`config.mk`:
```
export PLATFORM = sky130hd
export DESIGN_NAME = sprite_row_prefetch
export DESIGN_NICKNAME = d
export VERILOG_FILES = /design/src/rtl/sprite_pkg.sv /design/src/rtl/sprite_line_buffer.sv /design/src/rtl/sprite_row_prefetch.sv
export SDC_FILE = /design/constraint.sdc
export NUM_CORES = 1
export LEC_CHECK = 0
export ABC_CLOCK_PERIOD_IN_PS = 4780
export CORE_ASPECT_RATIO = 1.4
export CORE_MARGIN = 3
export CORE_UTILIZATION = 45
export DETAILED_ROUTE_END_ITERATION = 8
export GPL_TIMING_DRIVEN = 1
export REMOVE_ABC_BUFFERS = 1
export SLEW_MARGIN = 0
export SYNTH_ARGS = -nofsm -noshare
export SYNTH_HDL_FRONTEND = slang
export SYNTH_SLANG_ARGS = --single-unit
export TNS_END_PERCENT = 30
```
`constraint.sdc`:
```
create_clock -name Clk -period 4.78 [get_ports Clk]
set_input_delay 0.717 -clock Clk [delete_from_list [all_inputs] [get_ports Clk]]
set_output_delay 0.717 -clock Clk [all_outputs]
set_load 0.03 [all_outputs]
```
`src/rtl/sprite_pkg.sv`:
```
// Shared types and constants for the sprite row prefetcher.
// The optional SPRITE_TRANSPARENCY_EN feature keys pixels against TRANSPARENT_KEY.
package sprite_pkg;

    localparam int PIX_W_DEF = 9;

    typedef logic [PIX_W_DEF-1:0] pixel_t;

    typedef enum logic [1:0] {
        IDLE  = 2'd0,
        FETCH = 2'd1,
        DRAIN = 2'd2
    } fetch_state_t;

    // Magenta, packed {R,G,B} = {3'b111, 3'b000, 3'b111}
    localparam pixel_t TRANSPARENT_KEY = 9'h1C7;

endpackage

```
`src/rtl/sprite_line_buffer.sv`:
```
// Double-buffered sprite line store: the fill bank takes ROM returns while the
// active bank is read combinationally by the colour mapper; swap exchanges them.
module sprite_line_buffer #(
    parameter int SPR_W = 32,
    parameter int PIX_W = 9,
    parameter int CW    = $clog2(SPR_W)
) (
    input  logic             clk,
    input  logic             reset,
    input  logic             swap,
    input  logic             we,
    input  logic [CW-1:0]    waddr,
    input  logic [PIX_W-1:0] wdata,
    input  logic [CW-1:0]    raddr,
    output logic [PIX_W-1:0] rdata
);

    logic [PIX_W-1:0] bank_q [2][SPR_W];
    logic [PIX_W-1:0] bank_d [2][SPR_W];
    logic             sel_q;
    logic             sel_d;

    // Next bank contents and bank-select; writes always land in the non-active bank
    always_comb begin
        bank_d = bank_q;
        if (we) begin
            bank_d[~sel_q][waddr] = wdata;
        end else begin
            bank_d = bank_q;
        end
        if (swap) begin
            sel_d = ~sel_q;
        end else begin
            sel_d = sel_q;
        end
    end

    // Bank-select register
    always_ff @(posedge clk) begin
        if (reset) begin
            sel_q <= 1'b0;
        end else begin
            sel_q <= sel_d;
        end
    end

    // Pixel storage, intentionally left unreset
    always_ff @(posedge clk) begin
        bank_q <= bank_d;
    end

    assign rdata = bank_q[sel_q][raddr];

endmodule

```
`src/rtl/sprite_row_prefetch.sv`:
```
// Fetches the next scanline's sprite row from ROM during h-blank into a line buffer.
// Define SPRITE_TRANSPARENCY_EN to make TRANSPARENT_KEY pixels invisible.
module sprite_row_prefetch
    import sprite_pkg::*;
#(
    parameter int SPR_W   = 32,
    parameter int SPR_H   = 32,
    parameter int PIX_W   = 9,
    parameter int ROM_AW  = 10,
    parameter int ROM_LAT = 2
) (
    input  logic              Clk,
    input  logic              Reset,
    input  logic              line_start,
    input  logic [9:0]        NextY,
    input  logic [9:0]        DrawX,
    input  logic [9:0]        SprX,
    input  logic [9:0]        SprY,
    output logic              rom_rd,
    output logic [ROM_AW-1:0] rom_addr,
    input  logic [PIX_W-1:0]  rom_data,
    output logic              pix_on,
    output logic [PIX_W-1:0]  pix_data,
    output logic              busy,
    output logic              overrun
);

    localparam int CW = $clog2(SPR_W);
    localparam int RW = $clog2(SPR_H);

    fetch_state_t     state_q, state_d;
    logic [CW-1:0]    col_q, col_d;
    logic [RW-1:0]    row_q, row_d;
    logic             fill_valid_q, fill_valid_d;
    logic             active_valid_q, active_valid_d;
    logic             overrun_q, overrun_d;
    logic [ROM_LAT-1:0] pv_q, pv_d;
    logic [CW-1:0]    pc_q [ROM_LAT];
    logic [CW-1:0]    pc_d [ROM_LAT];

    logic [9:0]       row_full_s;
    logic             row_hit_s;
    logic             we_s;
    logic             last_ret_s;
    logic [9:0]       dx_s;
    logic             in_box_s;
    logic             opaque_s;
    logic [PIX_W-1:0] rdata_s;

    assign row_full_s = NextY - SprY;
    assign row_hit_s  = (row_full_s < 10'(SPR_H));
    assign rom_rd     = (state_q == FETCH);
    assign busy       = (state_q != IDLE);
    assign overrun    = overrun_q;
    assign rom_addr   = ROM_AW'({row_q, col_q});
    assign last_ret_s = pv_q[ROM_LAT-1] && (pc_q[ROM_LAT-1] == CW'(SPR_W - 1));

    // Fetch sequencer; line_start overrides everything, including a coincident final return
    always_comb begin
        state_d        = state_q;
        col_d          = col_q;
        row_d          = row_q;
        fill_valid_d   = fill_valid_q;
        active_valid_d = active_valid_q;
        overrun_d      = 1'b0;
        we_s           = 1'b0;
        pv_d[0]        = rom_rd;
        pc_d[0]        = col_q;
        for (int i = 1; i < ROM_LAT; i++) begin
            pv_d[i] = pv_q[i-1];
            pc_d[i] = pc_q[i-1];
        end
        if (line_start) begin
            active_valid_d = fill_valid_q;
            fill_valid_d   = 1'b0;
            overrun_d      = (state_q != IDLE);
            pv_d           = {ROM_LAT{1'b0}};
            col_d          = {CW{1'b0}};
            row_d          = row_full_s[RW-1:0];
            state_d        = row_hit_s ? FETCH : IDLE;
        end else begin
            we_s = pv_q[ROM_LAT-1];
            case (state_q)
                IDLE: begin
                    state_d = IDLE;
                end
                FETCH: begin
                    col_d = col_q + CW'(1);
                    if (col_q == CW'(SPR_W - 1)) begin
                        state_d = DRAIN;
                    end else begin
                        state_d = FETCH;
                    end
                end
                DRAIN: begin
                    if (last_ret_s) begin
                        fill_valid_d = 1'b1;
                        state_d      = IDLE;
                    end else begin
                        state_d = DRAIN;
                    end
                end
                default: begin
                    state_d = IDLE;
                end
            endcase
        end
    end

    // Sequencer state, return pipe and buffer-valid flags
    always_ff @(posedge Clk) begin
        if (Reset) begin
            state_q        <= IDLE;
            col_q          <= {CW{1'b0}};
            row_q          <= {RW{1'b0}};
            fill_valid_q   <= 1'b0;
            active_valid_q <= 1'b0;
            overrun_q      <= 1'b0;
            pv_q           <= {ROM_LAT{1'b0}};
        end else begin
            state_q        <= state_d;
            col_q          <= col_d;
            row_q          <= row_d;
            fill_valid_q   <= fill_valid_d;
            active_valid_q <= active_valid_d;
            overrun_q      <= overrun_d;
            pv_q           <= pv_d;
        end
    end

    // Column tags only matter while their valid bit is set, so they need no reset
    always_ff @(posedge Clk) begin
        pc_q <= pc_d;
    end

    sprite_line_buffer #(
        .SPR_W (SPR_W),
        .PIX_W (PIX_W),
        .CW    (CW)
    ) u_buf (
        .clk   (Clk),
        .reset (Reset),
        .swap  (line_start),
        .we    (we_s),
        .waddr (pc_q[ROM_LAT-1]),
        .wdata (rom_data),
        .raddr (dx_s[CW-1:0]),
        .rdata (rdata_s)
    );

    // Pixel lookup: 10-bit modular offset, so a sprite straddling column 1023 wraps to 0
    always_comb begin
        dx_s     = DrawX - SprX;
        in_box_s = (dx_s < 10'(SPR_W));
`ifdef SPRITE_TRANSPARENCY_EN
        opaque_s = (rdata_s != PIX_W'(TRANSPARENT_KEY));
`else
        opaque_s = 1'b1;
`endif
        pix_on = active_valid_q && in_box_s && opaque_s;
        if (pix_on) begin
            pix_data = rdata_s;
        end else begin
            pix_data = {PIX_W{1'b0}};
        end
    end

endmodule

```
==> results of run 1 <==
path summary, 6_finish.rpt:
kind / endpoint / slack [ps] / cells after the start
worst max-delay path: pix_data[0] / 120 / 12
worst min-delay path: pc_q[0] / 330 / 0
worst max register to register: u_buf.bank_q[422] / 1410 / 4
worst min register to register: pc_q[0] / 330 / 0
cells by family after synthesis:
group                    synth area share, %
multiplexers                           13.72
AND/OR/NAND/NOR                        3.512
flip-flops                             73.92
XOR/XNOR                              0.5024
adder cells (fa/ha/maj)                1.357
buffers and inverters                  2.315
AO/OA/AOI/OAI                          4.677
Yosys cell counts, drive strengths merged (2+ instances only):
cell,instances,share of area (%)
or3b,2,0.073
clkbuf,20,0.33
buf,50,1.5
xnor2,7,0.25
edfxtp,576,72
nand3,7,0.15
and3,2,0.052
dfxtp,28,2.3
nor2,92,1.5
nor2b,6,0.19
nand4,3,0.14
o21a,4,0.12
a31oi,2,0.052
a21o,3,0.093
o21ai,6,0.12
and2,4,0.10
nand2,32,0.50
nand2b,7,0.18
a21oi,13,0.27
nor3,7,0.19
a211oi,40,1.2
a22oi,73,2.3
nand3b,5,0.16
fa,2,0.17
o22ai,2,0.052
or2,2,0.052
mux2i,6,0.25
inv,32,0.50
xor2,6,0.25
mux4,144,13
nor4,10,0.26
ha,23,1.2
critical path, cell delays in order:
cell and delay, ps:
clkdlybuf4s50_1 450, fa_4 920, buf_12 160, buf_12 140
buf_12 130, buf_8 120, mux4_2 330, a22oi_2 200
nand2_2 100, a211oi_2 260, nor4_2 60, bufbuf_16 320
per-stage QoR:
step                      utilization (%)  cell area [sq um]
after floorplan                         -              23720
after global placement              49.81              26220
after detailed placement            49.81              26220
after CTS                           53.44              28130
after global routing                53.81              28330
final                               53.81              28330
cell type report:
cell class	count	area, sq um
fillers	4101	24320
flip-flops and latches	604	17860
multi-input cells	524	5963
repair buffers	183	1799
clock buffers	75	1549
well taps	707	884.6
clock inverters	25	151.4
inverters	32	120.1
metal layers:
| layer | vias to the layer above | wire length [um] |
|---|---|---|
| met3 | 120 | 3114 |
| met5 | - | 0 |
| met4 | 0 | 2421 |
| met1 | 6395 | 21530 |
| li1 | 5400 | - |
| met2 | 442 | 29850 |
power groups by stage:
stage                     sequential (mW)  combinational (mW)  clock, mW
after floorplan                      5.96               0.685          0
after global placement               5.93                1.21          0
after detailed placement             5.93                1.22          0
after CTS                            5.81                1.29       4.24
after global routing                 5.81                1.42       4.44
final                                5.81                1.34       4.15
state kept, by name (all words and copies together) (netlist names):
register / count
col_q: 5
state_q: 2
row_q: 5
pv_q: 2
overrun: 1
u_buf.bank_q: 576
u_buf.sel_q: 1
pc_q: 5
fill_valid_q: 1
pc_d: 5
active_valid_q: 1
cell usage in the layout, fill, tap and decap left out, types with 4 or more instances in the layout:
cell               n
edfxtp_1         576
mux4_2           144
buf_4             95
nor2_1            90
clkbuf_16         59
clkdlybuf4s50_1   52
a22oi_1           50
inv_1             32
a211oi_1          31
nand2_1           28
dfxtp_1           27
a22oi_2           23
ha_1              22
buf_12            18
a21oi_1           13
clkinv_1          13
clkbuf_1          11
buf_2              9
a211oi_2           8
clkinv_2           8
nand3_1            7
nand2b_1           7
xnor2_1            7
nor3_1             6
o21ai_0            6
nor4_1             6
mux2i_1            6
nor2b_1            5
nand3b_1           5
xor2_1             5
o21a_1             4
and2_1             4
nand2_2            4
repair_timing:
item,4_1_cts,5_1_grt
hold buffers,0,0
setup buffers,2,5
endpoints found under the setup margin,9,9
endpoints found under the hold margin,0,0
gates resized for setup,36,18
cloned,1,1
pin swaps,16,15
==> metrics.txt, run 1 <==
status completed; hold_ws about 330 ps; I/O pin cnt 75; Period minus WS final 4659 ps; number of global-route vias before repair ~13000; f_max 214.7 MHz; total global-route track usage between 20% and 30%; CP startpoint SprX[1]; ys async rst share 0%; Critical Path RT 4060 ps; Worst setup SP type primary input; Slew @ Worst Pin roughly 1300 ps; clock network latency to the later pin of the worst-skew pair approximately 590 ps; drt total wl 56920 um; area delta synth->final 17.26%; HP Start pc_d[0]; Vias 12357; Post-synth top flop edfxtp_1; Clk pin slew, worst setup/hold paths roughly 60 ps; number of flops mapped to enable cells by yosys ~580; clk sink count 604; Max VDD drop 0.2736 mV; leak pwr slightly above 9 nW; row cnt 99; max-slew violations 0; wire length per cell 26.47 um; Int Power around 8.7 mW; clock share of power 36.7%; GR met2 Demand/Resource between 30% and 40%; grt met3 use 2.298%; Final nets roughly 1500; Arr. time, crit path roughly 3900 ps; non-filler instance count after layout 2150; Routed Antenna Nets 0; Relative slew margins 15.34%; net load switching power 2.591 mW; max cap viols 0; Switching Fraction 22.92%; Total Power 11.31 mW; r2r startpoint u_buf.sel_q; largest net degree at the start of global routing 65; sequential share of the synthesized area 73.92%; Clock Skew 25.43 ps; total CTS buffers 56; port bufs 74; DPL Wire Length roughly 36000 um; Starting DRT DRC Count 872; Synthesis Warnings 0; Die Ht 280.2 um; drt drc 0; Max Root-Sink Buffers 3; Die Footprint 0.05654 sq mm; Final Hold Viols 0; Yosys cell types between 50 and 60; Syn Std Cell Area 0.02416 sq mm; GRT met1 Usage 25.13%; Setup-failing EPs final 0; flops & latches, synth 604; dpl ws -74.48 ps; layout cells sized above 1 27.93%; H-tree levels 2; Synth Instances 1230; gr busiest metal met2; GP Congestion 0.9142; global-route wire length before repair 84060 um; Power per Cell Area 399.1 mW/mm^2; core area 0.05264 sq mm; clk root buf clkbuf_16; RSZ-0062 raised after global routing false; fin crit share 97.46%; sequential share of power 51.4%; setup ws final around 120 ps; critical path fanouts, max 7; CTS tree done; Setup Crit Path Kind primary input to output port; Inst Count DP roughly 2000; setup_tns 0 ps; initial antenna violation count 0; total gr overflow 0; TritonRoute pass-1 iters 5; Die W 201.8 um; crit end category output port; Hold Path Class flop to flop; Gate power share between 10% and 20%; vias per cell roughly 5.7; Synth Area per Inst 19.64 sq um; antenna cell count 0; Starting Density 45.89%
(Power assumes the default switching activity.)
==> inputs of run 2 (changes only) <==
- CORE_MARGIN: 3 -> not set
==> run 2 against run 1 <==
Net effect:
- sequential share of layout area is 0.69 points lower
- power is 4.7% higher
- core utilization is 0.18 points higher
- global-route usage is 0.18 points higher
- highest routed layer unchanged
- largest cell class unchanged
- clock-buffer cell count is 1 lower
==> metrics.txt, run 2 (synthesis results as in run 1) <==
Final Hold Viols 0; Starting Density approximately 46%; clk sink count 604; fillers 4184; TritonRoute pass-1 iters 5; status completed; area delta synth->final 18.57%; total CTS buffers 56; Largest register FFs 576; setup_tns 0 ps; layout cells sized above 1 ~29%; Die Footprint 0.05463 sq mm; CTS tree done; Max Root-Sink Buffers 3; Clk pin slew, worst setup/hold paths roughly 60 ps; crit end category output port; Vias approximately 12000; drt total wl about 56000 um; utilization after layout 53.99%; CTS Hold Bufs 0; leak pwr between 9 and 10 nW; critical path depth in cells 14; Worst Path Buf+Inv 8; fin crit share 99.43%; GP Congestion between 0.8 and 0.9; Cell Area, Placed 0.02618 sq mm; CP startpoint DrawX[1]; Starting DRT DRC Count 953; Top reg by flops u_buf.bank_q; critical path fanouts, max 10; Period minus WS final 4753 ps; Routed Antenna Nets 0; critical path cell sequence clkdlybuf4s50_1 > inv_1 > fa_4 > buf_6 > buf_12 > buf_12 > buf_8 > buf_4 > mux4_2 > a22oi_1 > nand2_1 > a211oi_2 > nor4_2 > buf_4; reg2reg path depth 4; crit-path max cell delay 870 ps; antenna cell count 0; number of global-route vias before repair roughly 13000; vias per cell approximately 5.7; GRT met1 Usage between 20% and 30%; gr busiest metal met2; Setup crit end pix_data[1]; core area 0.05305 sq mm; Max VDD drop 0.2561 mV; Setup Crit Path Kind primary input to output port; GR met2 Demand/Resource 34.16%; max-slew violations 0; most common cell after layout, fill and taps aside edfxtp_1; r2r startpoint u_buf.sel_q; Clock Skew between 20 and 30 ps; total gr overflow 0; largest net degree at the start of global routing 65; wire length per cell 25.55 um; max cap viols 0; initial antenna violation count 0; Die Ht 276.2 um; Critical Path RT ~4100 ps; H-tree levels 2; hold_ws 325.7 ps; Storage cell area about 0.018 sq mm; Hold Path Class flop to flop; design area 0.02864 sq mm; most frequent cells in the layout 576 x edfxtp_1, 144 x mux4_2, 113 x buf_4; Setup-failing EPs final 0; Relative slew margins around 17%; flop2flop setup slack ~1300 ps; Worst setup SP type primary input; drt drc 0; multi-input logic area 0.005989 sq mm; Slew @ Worst Pin around 1200 ps; grt met3 use 2.415%; clock network latency to the later pin of the worst-skew pair 590 ps; global-route wire length before repair 80470 um; Power per Cell Area 413.3 mW/mm^2; row cnt 100; DPL Wire Length 34010 um; clk root buf clkbuf_16; Arr. time, crit path 4040 ps; RSZ-0062 raised after global routing true; reg-to-reg endpoint u_buf.bank_q[345]; delay-heaviest family, CP buffers and inverters; total global-route track usage between 20% and 30%; f_max 210.4 MHz; Final nets 1494; slowest CP cell fa_4; I/O pin cnt 75; port bufs 74; Die W 197.8 um
-- run 2: repair_timing --
action | in CTS | in global routing
setup endpoints to repair | 9 | 9
setup buffers | 0 | 24
gates cloned | 0 | 1
resized for setup | 17 | 48
pin swaps | 3 | 9
endpoints found under the hold margin | 0 | 0
-- run 2: worst min path at each step --
stage / start / end / slack [ps] / cells after the start
2_1_floorplan: pc_d[0] / pc_q[0] / 310 / 0
6_report: pc_d[4] / pc_q[4] / 330 / 0
4_1_cts: pc_d[4] / pc_q[4] / 330 / 0
3_3_place_gp: pc_d[2] / pc_q[2] / 310 / 0
5_1_grt: pc_d[4] / pc_q[4] / 340 / 0
3_5_place_dp: pc_d[2] / pc_q[2] / 310 / 0
-- run 2: worst reg2reg max path, cell delays in order (launching register included) --
cell,delay [ps]
dfxtp_4,780
buf_4,510
nor2b_1,230
nand3_1,630
nor2_1,1000
-- run 2: layer usage --
| metal | wire [um] | up-vias | share of wire [%] |
|---|---|---|---|
| li1 | - | 5426 | - |
| met3 | 2795 | 78 | 5.0 |
| met5 | 0 | - | 0 |
| met1 | 23100 | 6415 | 42 |
| met2 | 28270 | 399 | 51 |
| met4 | 1444 | 0 | 2.6 |
-- run 2: layout make-up --
| type | instances | area share [%] |
|---|---|---|
| clock buffers | 74 | 5.307 |
| clock inverters | 29 | 1.415 |
| inverters | 32 | 0.4193 |
| multi-input cells | 524 | 20.91 |
| flip-flops and latches | 604 | 62.36 |
| well taps | 714 | 3.119 |
| repair buffers | 199 | 6.474 |
-- run 2: power by group --
group | switching [mW] | internal [mW]
clock | 1.89 | 2.78
combinational | 0.738 | 0.630
sequential | 0.0139 | 5.79
-- run 2: metrics by stage --
step	cells	power, mW	setup slack, ps
6_report	2176	11.84	27.10
5_1_grt	2176	12.17	-63.75
4_1_cts	2151	11.78	-30.64
3_5_place_dp	2048	7.131	-178.7
3_3_place_gp	2048	7.120	-205.1
2_1_floorplan	1160	6.641	-3986
